## src/rtl/scroll_pkg.sv

```systemverilog
// Shared encodings and widths for the scrolling hex display controller.
package scroll_pkg;

  localparam int unsigned DIGIT_W = 4;
  localparam int unsigned SEG_W   = 7;
  localparam int unsigned AN_W    = 4;
  localparam int unsigned SEL_W   = 2;

  typedef enum logic {
    ST_STOP = 1'b0,
    ST_RUN  = 1'b1
  } state_e;

  localparam logic [SEG_W-1:0] SEG_BLANK = 7'h7F;
  localparam logic [AN_W-1:0]  AN_OFF    = 4'hF;

endpackage

```

## src/rtl/hex7seg.sv

```systemverilog
// Combinational hex digit to active-low 7-segment decode, bit order {g,f,e,d,c,b,a}.
module hex7seg
  import scroll_pkg::*;
(
  input  logic [DIGIT_W-1:0] digit_i,
  output logic [SEG_W-1:0]   seg_c_o
);

  always_comb begin
    seg_c_o = SEG_BLANK;
    unique case (digit_i)
      4'h0: seg_c_o = 7'h40;
      4'h1: seg_c_o = 7'h79;
      4'h2: seg_c_o = 7'h24;
      4'h3: seg_c_o = 7'h30;
      4'h4: seg_c_o = 7'h19;
      4'h5: seg_c_o = 7'h12;
      4'h6: seg_c_o = 7'h02;
      4'h7: seg_c_o = 7'h78;
      4'h8: seg_c_o = 7'h00;
      4'h9: seg_c_o = 7'h10;
      4'hA: seg_c_o = 7'h08;
      4'hB: seg_c_o = 7'h03;
      4'hC: seg_c_o = 7'h46;
      4'hD: seg_c_o = 7'h21;
      4'hE: seg_c_o = 7'h06;
      4'hF: seg_c_o = 7'h0E;
      default: seg_c_o = SEG_BLANK;
    endcase
  end

endmodule

```

## src/rtl/scroll_scan_ctrl.sv

```systemverilog
// Scrolling 4-digit hex display controller: run/stop/step/load of a base index
// plus time-multiplexed digit scan with registered anode and segment outputs.
module scroll_scan_ctrl
  import scroll_pkg::*;
#(
  parameter int unsigned SCROLL_DIV = 50_000_000,
  parameter int unsigned SCAN_DIV   = 50_000
) (
  input  logic               clk,
  input  logic               rst,
  input  logic               run,
  input  logic               step_req,
  input  logic               dir,
  input  logic               load,
  input  logic [DIGIT_W-1:0] load_val,
  output logic [DIGIT_W-1:0] base,
  output logic               step_done,
  output logic [AN_W-1:0]    an,
  output logic [SEG_W-1:0]   seg
);

  localparam int unsigned PRESC_W = (SCROLL_DIV > 1) ? $clog2(SCROLL_DIV) : 1;
  localparam int unsigned SCAN_W  = (SCAN_DIV > 1) ? $clog2(SCAN_DIV) : 1;

  state_e               state_q, state_d;
  logic [PRESC_W-1:0]   presc_q, presc_d;
  logic [DIGIT_W-1:0]   base_q, base_d;
  logic                 step_done_q, step_done_d;
  logic [SCAN_W-1:0]    scan_q, scan_d;
  logic [SEL_W-1:0]     sel_q, sel_d;
  logic [AN_W-1:0]      an_q, an_d;
  logic [SEG_W-1:0]     seg_q, seg_d;

  logic                 run_active;
  logic                 tick;
  logic                 step;
  logic                 scan_wrap;
  logic [SEL_W-1:0]     digit_ofs;
  logic [DIGIT_W-1:0]   digit_val;
  logic [SEG_W-1:0]     digit_seg;

  // Next-state logic for the run/stop FSM
  always_comb begin
    state_d = state_q;
    case (state_q)
      ST_STOP: if (run)  state_d = ST_RUN;
      ST_RUN:  if (!run) state_d = ST_STOP;
      default: state_d = ST_STOP;
    endcase
  end

  // Prescaler, base stepping and scan sequencing
  always_comb begin
    run_active  = (state_q == ST_RUN) && run;
    tick        = run_active && (presc_q == PRESC_W'(SCROLL_DIV - 1));
    presc_d     = '0;
    if (run_active && !tick) presc_d = presc_q + PRESC_W'(1);

    // step_req is only honoured while stopped; load overrides any step on the same edge
    step        = tick || ((state_q == ST_STOP) && step_req);
    base_d      = base_q;
    step_done_d = 1'b0;
    if (load) begin
      base_d = load_val;
    end else if (step) begin
      base_d      = dir ? (base_q - DIGIT_W'(1)) : (base_q + DIGIT_W'(1));
      step_done_d = 1'b1;
    end

    scan_wrap = (scan_q == SCAN_W'(SCAN_DIV - 1));
    scan_d    = scan_wrap ? '0 : (scan_q + SCAN_W'(1));
    sel_d     = scan_wrap ? (sel_q + SEL_W'(1)) : sel_q;

    // sel 0 drives the rightmost digit, which shows base+3
    digit_ofs = SEL_W'(3) - sel_d;
    digit_val = base_d + {{(DIGIT_W-SEL_W){1'b0}}, digit_ofs};

    an_d  = an_q;
    seg_d = seg_q;
    if (scan_wrap) begin
      an_d  = ~(AN_W'(1) << sel_d);
      seg_d = digit_seg;
    end
  end

  hex7seg u_hex7seg (
    .digit_i (digit_val),
    .seg_c_o (digit_seg)
  );

  always_ff @(posedge clk or negedge rst) begin
    if (!rst) begin
      state_q     <= ST_STOP;
      presc_q     <= '0;
      base_q      <= '0;
      step_done_q <= 1'b0;
      scan_q      <= '0;
      sel_q       <= '0;
      an_q        <= AN_OFF;
      seg_q       <= SEG_BLANK;
    end else begin
      state_q     <= state_d;
      presc_q     <= presc_d;
      base_q      <= base_d;
      step_done_q <= step_done_d;
      scan_q      <= scan_d;
      sel_q       <= sel_d;
      an_q        <= an_d;
      seg_q       <= seg_d;
    end
  end

  assign base      = base_q;
  assign step_done = step_done_q;
  assign an        = an_q;
  assign seg       = seg_q;

endmodule

```

## config.mk

```make
export PLATFORM = sky130hd
export DESIGN_NAME = scroll_scan_ctrl
export DESIGN_NICKNAME = d
export VERILOG_FILES = /design/src/rtl/scroll_pkg.sv /design/src/rtl/hex7seg.sv /design/src/rtl/scroll_scan_ctrl.sv
export SDC_FILE = /design/constraint.sdc
export NUM_CORES = 1
export LEC_CHECK = 0
export CORE_ASPECT_RATIO = 0.9
export CORE_MARGIN = 2
export CORE_UTILIZATION = 51
export CTS_BUF_LIST = sky130_fd_sc_hd__clkbuf_8
export CTS_CLUSTER_DIAMETER = 30
export DETAILED_ROUTE_END_ITERATION = 12
export MAX_ROUTING_LAYER = met4
export PLACE_DENSITY_LB_ADDON = 0.05
export SLEW_MARGIN = 0
export SYNTH_ARGS = -nofsm -noshare
export SYNTH_HDL_FRONTEND = slang
export SYNTH_SLANG_ARGS = --single-unit
export TNS_END_PERCENT = 1
```

## constraint.sdc

```tcl
create_clock -name clk -period 3.85 [get_ports clk]
set_clock_uncertainty 0.1 [all_clocks]
set_input_delay 0.5775 -clock clk [delete_from_list [all_inputs] [get_ports clk]]
set_output_delay 0.5775 -clock clk [all_outputs]
set_load 0.02 [all_outputs]
```

==> results.md, run 1 <==
- Outcome: finished clean
- RePlAce Congestion: between 0.8 and 0.9
- Post-DRT Antenna Nets: 0
- Die W: slightly below 90 µm
- WS Path Type: reg2reg
- Most used DFF post-synth: dfrtp_1
- Clock root buffer: clkbuf_8
- CTS tree: done
- Slew margin rel.: 0.3898
- CP Cell Sequence: or4bb_4 -> nor4_4 -> a21oi_4 -> xnor2_2 -> mux2_4 -> ha_1 -> inv_1 -> fa_2 -> inv_2 -> ha_1 -> a21boi_4 -> o211ai_1 -> a31oi_1
- Commonest non-fill, non-tap cell in the layout: nor2_1
- Worst Path Max Fanout: 5
- Period Utilization, post-route: 0.9634
- Worst-path clk slew: 0.07 ns
- Placed instance area: roughly 0.0037 mm²
- Syn-to-layout area delta: 22.33%
- First-pass GRT wire length: approximately 12 mm
- Max-Cap Viols: 0
- Wirelength, routed: 6.928 mm
- Fill count: roughly 520
- I/O Buffers: 25
- Final setup fails: 0
- ANT cells: 0
- Startpoint Class: register
- Seq/Total Area, Yosys: 0.4604
- Synth warn: 0
- Initial antenna violation count: 0
- Core Rows: 27
- Pre-antenna DRT Iters: 4
- FMAX: roughly 0.27 GHz
- Syn Nets: around 360
- Final-report hold violation count: 0
- Layout cells sized above 1: 0.1923
- CTS max path bufs: 2
- Lkg Pwr: 1.701 nW
- GRT overflow: 0
- Final Slew Violations: 0
- PwrDens: between 300 and 400 mW/mm²
- Number of synthesized flops with an enable pin: 0
- Library cells used by synthesis: 55
- Worst-Margin Slew: slightly above 0.9 ns
- Core area: ~0.0062 mm²
- Ys async rst share: 1.000
- Commonest cells after routing, fill and taps aside: nor2_1, dfrtp_1, clkdlybuf4s50_1
- Slowest stage delay, CP: between 0.5 and 0.6 ns
- Max IR drop VDD: between 0.2 and 0.3 mV
- FF+latch count, synth: 61
- Global Route Usage Sum: 0.2152
- Setup TNS Final: 0 ns
- Mapped cell area: between 0.003 and 0.004 mm²
- Die Height: between 80 and 90 µm
- Worst Path Required: 3.99 ns
- Residual DRC count: 0
- Critical-path top delay cell: or4bb_4
- Top-level port count: 26
- Gate Count Post-Synth: 341
- Post-detail-place hpwl: 4.863 mm
- Arr. time, crit path: approximately 3.9 ns
- WP buf/inv: 2
- Initial DRC count: about 100
- CP most frequent cell: ha_1
- Post-detailed-route wirelength per cell: 14.52 µm
- Die outline area: 0.007225 mm²
- CTS H-tree lvls: 3
- Number of global-route vias before repair: ~2600
- Final nets: ~410
- CTS buffer count: 9
- Vias per inst: 5.482
- Minimum clock period: about 3.7 ns
- Clock latency on the worst-skew pair: about 0.33 ns
- Clock Sinks: 61
- Design Area, Final: roughly 0.004 mm²
- Post-synthesis average cell area: 9.811 µm²
- Hold WC Path Type: in2async
- Maximum number of pins on one net before global-route repair: 42
- Delay-heaviest family, CP: simple AND/OR/NAND/NOR gates
- Initial Utilization: 0.5382
- Crit end category: register
- Vias: 2615
==> power by group <==
part	internal, mW	total [mW]	switching, mW
Combinational	0.126	0.289	0.163
Clock	0.334	0.585	0.251
Sequential	0.652	0.661	0.00919
==> repair_timing <==
| item | 4_1_cts | 5_1_grt |
|---|---|---|
| setup endpoints to repair | 0 | 7 |
| gates resized for setup | 0 | 20 |
| buffers inserted | 0 | 6 |
| hold buffers | 0 | 0 |
==> synth_stat cells, types with 8 or more instances <==
library cell,instances,share of area
inv_1,16,0.018
xor2_1,19,0.050
nand3_1,19,0.028
and3_1,8,0.015
dfstp_2,11,0.086
nand4_1,10,0.019
nor2_1,53,0.059
nor3_1,8,0.012
a31oi_1,10,0.019
ha_1,11,0.041
a21oi_1,10,0.015
nand2_1,23,0.026
dfrtp_1,50,0.37
xnor2_1,19,0.050
==> through the flow <==
| stage | cells | util | power, mW | setup slack (ns) | hold slack (ns) |
|---|---|---|---|---|---|
| final | 477 | 0.6584 | 1.535 | 0.1408 | 0.2784 |
| after floorplan | 341 | - | 0.8404 | 0.2522 | 0.1819 |
| after detailed placement | 455 | 0.6019 | 0.9239 | -0.04701 | 0.3566 |
| after CTS | 471 | 0.6357 | 1.521 | 0.08717 | 0.2986 |
| after global placement | 455 | 0.6019 | 0.9246 | 0.03155 | 0.3406 |
| after global routing | 477 | 0.6584 | 1.614 | -0.04937 | 0.3472 |
==> cell type report <==
class,count,area [µm²],share of cell area
Clock buffer,11,151.4,0.03699
Inverter,16,60.06,0.01467
Clock inverter,5,58.81,0.01437
Sequential cell,61,1544,0.3773
Timing Repair Buffer,42,372.9,0.09110
Multi-Input combinational cell,255,1797,0.4390
Tap cell,87,108.9,0.02660
==> per-layer routing <==
layer | track usage | vias to the layer above | share of wire
li1 | - | 1289 | -
met1 | 0.2809 | 1252 | 0.48
met2 | 0.3348 | 57 | 0.47
met3 | 0.04776 | 17 | 0.034
met4 | 0.07015 | 0 | 0.019
met5 | - | - | 0
==> flip-flops by register name, indices dropped and copies added (netlist names), named ones only <==
signal / count
base: 3
presc_q: 26
step_done: 1
state_q: 1
seg: 7
sel_q: 2
an: 4
scan_q: 16
==> worst register-to-register path, cell delays in order, from the launching register on <==
cell      delay (ns)
dfrtp_2         0.42
or4bb_4         0.55
nor4_4          0.37
a21oi_4         0.13
xnor2_2         0.15
mux2_4          0.28
ha_1            0.21
inv_1           0.09
fa_2            0.50
inv_2           0.09
ha_1            0.18
a21boi_4        0.23
o211ai_1        0.11
a31oi_1         0.21
==> logic make-up (layout without fill, tap and decap cells) <==
| family | count (synthesis) | after routing | share of synthesized area |
|---|---|---|---|
| and+or+nand+nor | 150 | 150 | 0.2405 |
| buffers and inverters | 25 | 74 | 0.03029 |
| DFF | 61 | 61 | 0.4604 |
| muxes | 3 | 3 | 0.01084 |
| adders and majority gates | 13 | 13 | 0.05310 |
| xor gates and xnor gates | 38 | 38 | 0.09948 |
| AOI/OAI and AO/OA | 51 | 51 | 0.1055 |
==> final timing paths <==
kind | endpoint | from | slack, ns | cells after the start
worst max-delay path | seg[5]$_DFFE_PN1N_ | presc_q[8]$_DFF_PN0_ | 0.14 | 13
worst min-delay path | presc_q[20]$_DFF_PN0_ | rst | 0.28 | 1
worst max register to register | seg[5]$_DFFE_PN1N_ | presc_q[8]$_DFF_PN0_ | 0.14 | 13
worst min register to register | seg[6]$_DFFE_PN1N_ | seg[6]$_DFFE_PN1N_ | 0.38 | 2
max in group asynchronous | seg[0]$_DFFE_PN1N_ | rst | 2.50 | 2
min in group clk | seg[6]$_DFFE_PN1N_ | seg[6]$_DFFE_PN1N_ | 0.38 | 2
Power figures use the tool's default switching activity.
==> run 2: changes to the inputs <==
ABC_AREA = 1   (was not set)
SETUP_SLACK_MARGIN = 0.5   (was not set)
==> run 2 against run 1 <==
  * Area after synthesis rose by 3.4%
  * Cell count increased by 17%
  * Total power grew 1.5%
  * Setup slack improved by 0.31 ns
  * Non-clock buffer count fell by 5
  * First-iteration DRC count fell by 7.7%
  * Clock power rose by 6.7%
  * Via count is 13% higher
  * Critical endpoint is now seg[3]$_DFFE_PN1N_
  * Largest power group unchanged
  * Highest routed layer unchanged
==> results.md, run 2 <==
- Biggest register: presc_q (unchanged)
- Delay-heaviest family, CP: adder cells (was simple AND/OR/NAND/NOR gates)
- Most used standard cell by instance count after synthesis: nand2_1 (was nor2_1)
- Area leader, netlist: dfrtp_1 (unchanged)
- CTS H-tree lvls: 3 (unchanged)
- Most used DFF post-synth: dfrtp_1 (unchanged)
- Hold WC Path Type: in2async (unchanged)
- Wirelength, routed: 7.511 mm (was 6.928 mm)
- Final Slew Violations: 0 (unchanged)
- Synth warn: 0 (unchanged)
- CTS max path bufs: 2 (unchanged)
- ANT cells: 0 (unchanged)
- Initial Utilization: 0.5253 (was 0.5382)
- Max reg flops: 26 (unchanged)
- Clock Sinks: 61 (unchanged)
- Post-synthesis average cell area: 8.218 µm² (was 9.811 µm²)
- Setup TNS Final: 0 ns (unchanged)
- First-pass GRT wire length: 12.27 mm (was 11.70 mm)
- CP Depth: 20 (was 13)
- Fill count: 566 (was 524)
- End of the critical path: seg[3]$_DFFE_PN1N_ (was seg[5]$_DFFE_PN1N_)
- CP most frequent cell: nand2_1 (was ha_1)
- Vias per inst: 5.273 (was 5.482)
- GRT Max-Usage Layer: met2 (unchanged)
- Final-report hold violation count: 0 (unchanged)
- Internal power: 1.132 mW (was 1.112 mW)
- Ys async rst share: 1.000 (unchanged)
- WS Path Type: in2reg (was reg2reg)
- Minimum clock period: 3.401 ns (was 3.709 ns)
- Final setup fails: 0 (unchanged)
- CTS tree: done (unchanged)
- Multi-input gate area: 0.001805 mm² (was 0.001797 mm²)
- Crit end category: register (unchanged)
- Final nets: 489 (was 408)
- Startpoint Class: input pin (was register)
- Commonest non-fill, non-tap cell in the layout: nand2_1 (was nor2_1)
- Gate power share: 0.178 (was 0.188)
- GRT met1 Usage: 0.2772 (was 0.2809)
- Die W: 90.82 µm (was 89.38 µm)
- Syn Nets: 444 (was 364)
- Vias: 2953 (was 2615)
- Reg2reg path depth: 22 (was 13)
- FMAX: 0.2940 GHz (was 0.2696 GHz)
- Clock root buffer: clkbuf_8 (unchanged)
- Library cells used by synthesis: 39 (was 55)
- Max-Cap Viols: 0 (unchanged)
- Post-CTS Hold Buffers: 0 (unchanged)
- CTS buffer count: 9 (unchanged)
- Post-detailed-route wirelength per cell: 13.41 µm (was 14.52 µm)
- I/O Buffers: 25 (unchanged)
- Outcome: finished clean (unchanged)
- Commonest cells after routing, fill and taps aside: nand2_1, inv_1, dfrtp_1 (was nor2_1, dfrtp_1, clkdlybuf4s50_1)
- Post-detail-place hpwl: 5.177 mm (was 4.863 mm)
- Placed instance count: 537 (was 455)
- Switch share: 0.2733 (was 0.2755)
- Period Utilization, post-route: 0.8834 (was 0.9634)
- Maximum number of pins on one net before global-route repair: 42 (unchanged)
- Clock latency on the worst-skew pair: 0.34 ns (was 0.33 ns)
- Post-DRT Antenna Nets: 0 (unchanged)
- Pre-antenna DRT Iters: 4 (unchanged)
- Number of global-route vias before repair: 2662 (was 2587)
- Sequential power share: 0.421 (was 0.431)
- Top-level port count: 26 (unchanged)
- Initial antenna violation count: 0 (unchanged)
- Layout cells sized above 1: 0.2128 (was 0.1923)
- Core area: 0.006586 mm² (was 0.006216 mm²)
- Dominant cells by area after synthesis: dfrtp_1, nand2_1, dfstp_2, inv_1, nor2_1 (was dfrtp_1, dfstp_2, nor2_1, xnor2_1, xor2_1)
- Non-filler cells, final: 560 (was 477)
- Global Route Usage Sum: 0.2166 (was 0.2152)
- Worst r2r src: presc_q[1]$_DFF_PN0_ (was presc_q[8]$_DFF_PN0_)
- Worst Path Max Fanout: 5 (unchanged)
- GRT overflow: 0 (unchanged)
- Residual DRC count: 0 (unchanged)
- Top post-synthesis cells by count: nand2_1, inv_1, dfrtp_1, nor2_1, nand3_1 (was nor2_1, dfrtp_1, nand2_1)
- Worst-path clk slew: 0.07 ns (about the same)
- Worst-Margin Slew: 0.9310 ns (was 0.9153 ns)
- Seq/Total Area, Yosys: 0.4452 (was 0.4604)
- FF+latch count, synth: 61 (unchanged)
- FF-to-FF setup slack: 0.46 ns (was 0.14 ns)
- Met2 usage: 0.3500 (was 0.3348)
- M3 GR Usage: 0.05989 (was 0.04776)
- PwrDens: 367.0 mW/mm² (was 375.1 mW/mm²)
- RSZ-0062 raised after global routing: yes
- Worst Path Required: 4.01 ns (was 3.99 ns)
- Setup crit start: run (was presc_q[8]$_DFF_PN0_)
- Lkg Pwr: 1.963 nW (was 1.701 nW)
- Gate Count Post-Synth: 421 (was 341)
- CP Cell Sequence: clkdlybuf4s50_1 -> nand2_1 -> inv_1 -> nand3_4 -> nand2_4 -> inv_2 -> nor2_4 -> inv_2 -> o211ai_1 -> ha_2 -> inv_2 -> fa_2 -> inv_4 -> ha_4 -> nand3_2 -> nand2_1 -> nand2_1 -> nand2_1 -> nand2_1 -> nand2_1 (was or4bb_4 -> nor4_4 -> a21oi_4 -> xnor2_2 -> mux2_4 -> ha_1 -> inv_1 -> fa_2 -> inv_2 -> ha_1 -> a21boi_4 -> o211ai_1 -> a31oi_1)
- Syn-to-layout area delta: 22.71% (was 22.33%)
- Slowest stage delay, CP: 0.70 ns (was 0.55 ns)
- Mapped cell area: 0.003460 mm² (was 0.003346 mm²)
- Initial DRC count: 96 (was 104)
- Max IR drop VDD: 0.2713 mV (was 0.2860 mV)
- P_sw: 0.4258 mW (was 0.4230 mW)
- RePlAce Congestion: 0.8944 (was 0.8470)
- Core Rows: 28 (was 27)
- Reg2reg end: seg[3]$_DFFE_PN1N_ (was seg[5]$_DFFE_PN1N_)
- Arr. time, crit path: 3.56 ns (was 3.85 ns)
- Register area: 0.001540 mm² (was 0.001544 mm²)
- Die Height: 82.14 µm (was 80.84 µm)
- Die outline area: 0.007459 mm² (was 0.007225 mm²)
- Critical-path top delay cell: fa_2 (was or4bb_4)
- Slew margin rel.: 0.3793 (was 0.3898)
- WP buf/inv: 6 (was 2)
- Synth top area share: 0.3617 (was 0.3740)
- Clock Power Share: 0.401 (was 0.381)
- Number of synthesized flops with an enable pin: 0 (unchanged)
-- run 2: cell types whose count changed after synthesis, sizes merged, moves of 5 or more --
cell and change:
inv +46, xor2 -16, and3 -8, nand2 +78, nor3 +9, xnor2 -16, a21oi +13, nand3 +17
a31oi -5
-- run 2: how the worst min path moves through the flow --
stage / start / slack [ns] / endpoint
after global placement: sel_q[1]$_DFF_PN0_ / 0.34 / an[0]$_DFFE_PN1N_
after floorplan: rst / 0.18 / async pin
after global routing: rst / 0.35 / presc_q[25]$_DFF_PN0_
after CTS: rst / 0.31 / presc_q[21]$_DFF_PN0_
final: rst / 0.27 / presc_q[21]$_DFF_PN0_
after detailed placement: sel_q[1]$_DFF_PN0_ / 0.35 / an[0]$_DFFE_PN1N_
-- run 2: power groups by stage --
stage | sequential [mW] | combinational [mW] | clock, mW
global route | 0.657 | 0.306 | 0.670
finish | 0.657 | 0.277 | 0.624
global placement | 0.668 | 0.224 | 0
CTS | 0.656 | 0.235 | 0.643
detailed placement | 0.668 | 0.225 | 0
floorplan | 0.673 | 0.153 | 0
-- run 2: final cells by class --
| cell class | count | share of cell area |
|---|---|---|
| timing repair buffer | 37 | 0.07987 |
| multi-input combinational | 295 | 0.4253 |
| clock buffer | 10 | 0.03242 |
| clock inverter | 5 | 0.01768 |
| tap | 90 | 0.02653 |
| inverter | 62 | 0.05541 |
| sequential | 61 | 0.3628 |
-- run 2: routing by layer --
metal  share of wire  vias to the layer above
met5               0                        -
met4           0.012                        0
met3           0.040                       10
met2            0.48                       66
met1            0.47                     1414
li1                -                     1463
-- run 2: logic make-up (layout without fill, tap and decap cells) --
kind of cell	count (synthesis)	in the layout	share of synthesized area
compound gates	49	49	0.08065
buf+inv	65	114	0.07052
simple gates	227	227	0.3371
fa+ha+maj	13	13	0.05136
xor+xnor	6	6	0.01519
flops	61	61	0.4452
-- run 2: through the flow --
stage	total power [mW]	utilization	hold WS, ns	worst slack, ns	area [µm²]
finish	1.558	0.6446	0.2730	0.4489	4245
global route	1.633	0.6446	0.3465	0.2873	4245
CTS	1.535	0.6220	0.3060	0.5050	4096
detailed placement	0.8925	0.5824	0.3451	0.06795	3836
global placement	0.8924	0.5824	0.3412	0.1995	3836
floorplan	0.8257	-	0.1819	0.6670	3460
-- run 2: timing repair --
| item | 4_1_cts | 5_1_grt |
|---|---|---|
| endpoints found under the setup margin | 7 | 7 |
| gates resized for setup | 6 | 26 |
| setup buffers | 4 | 4 |
| pin swaps | 4 | 10 |
-- run 2: worst register-to-register path: stages, from the launching register on --
cell	delay (ns)
dfrtp_1	0.37
ha_2	0.19
nand2_2	0.05
inv_2	0.07
nand2_4	0.06
nor2_4	0.16
nand3_4	0.12
nand2_4	0.11
inv_2	0.05
nor2_4	0.11
inv_2	0.05
o211ai_1	0.21
ha_2	0.23
inv_2	0.04
fa_2	0.70
inv_4	0.08
ha_4	0.17
nand3_2	0.09
nand2_1	0.07
nand2_1	0.05
nand2_1	0.04
nand2_1	0.07
nand2_1	0.08
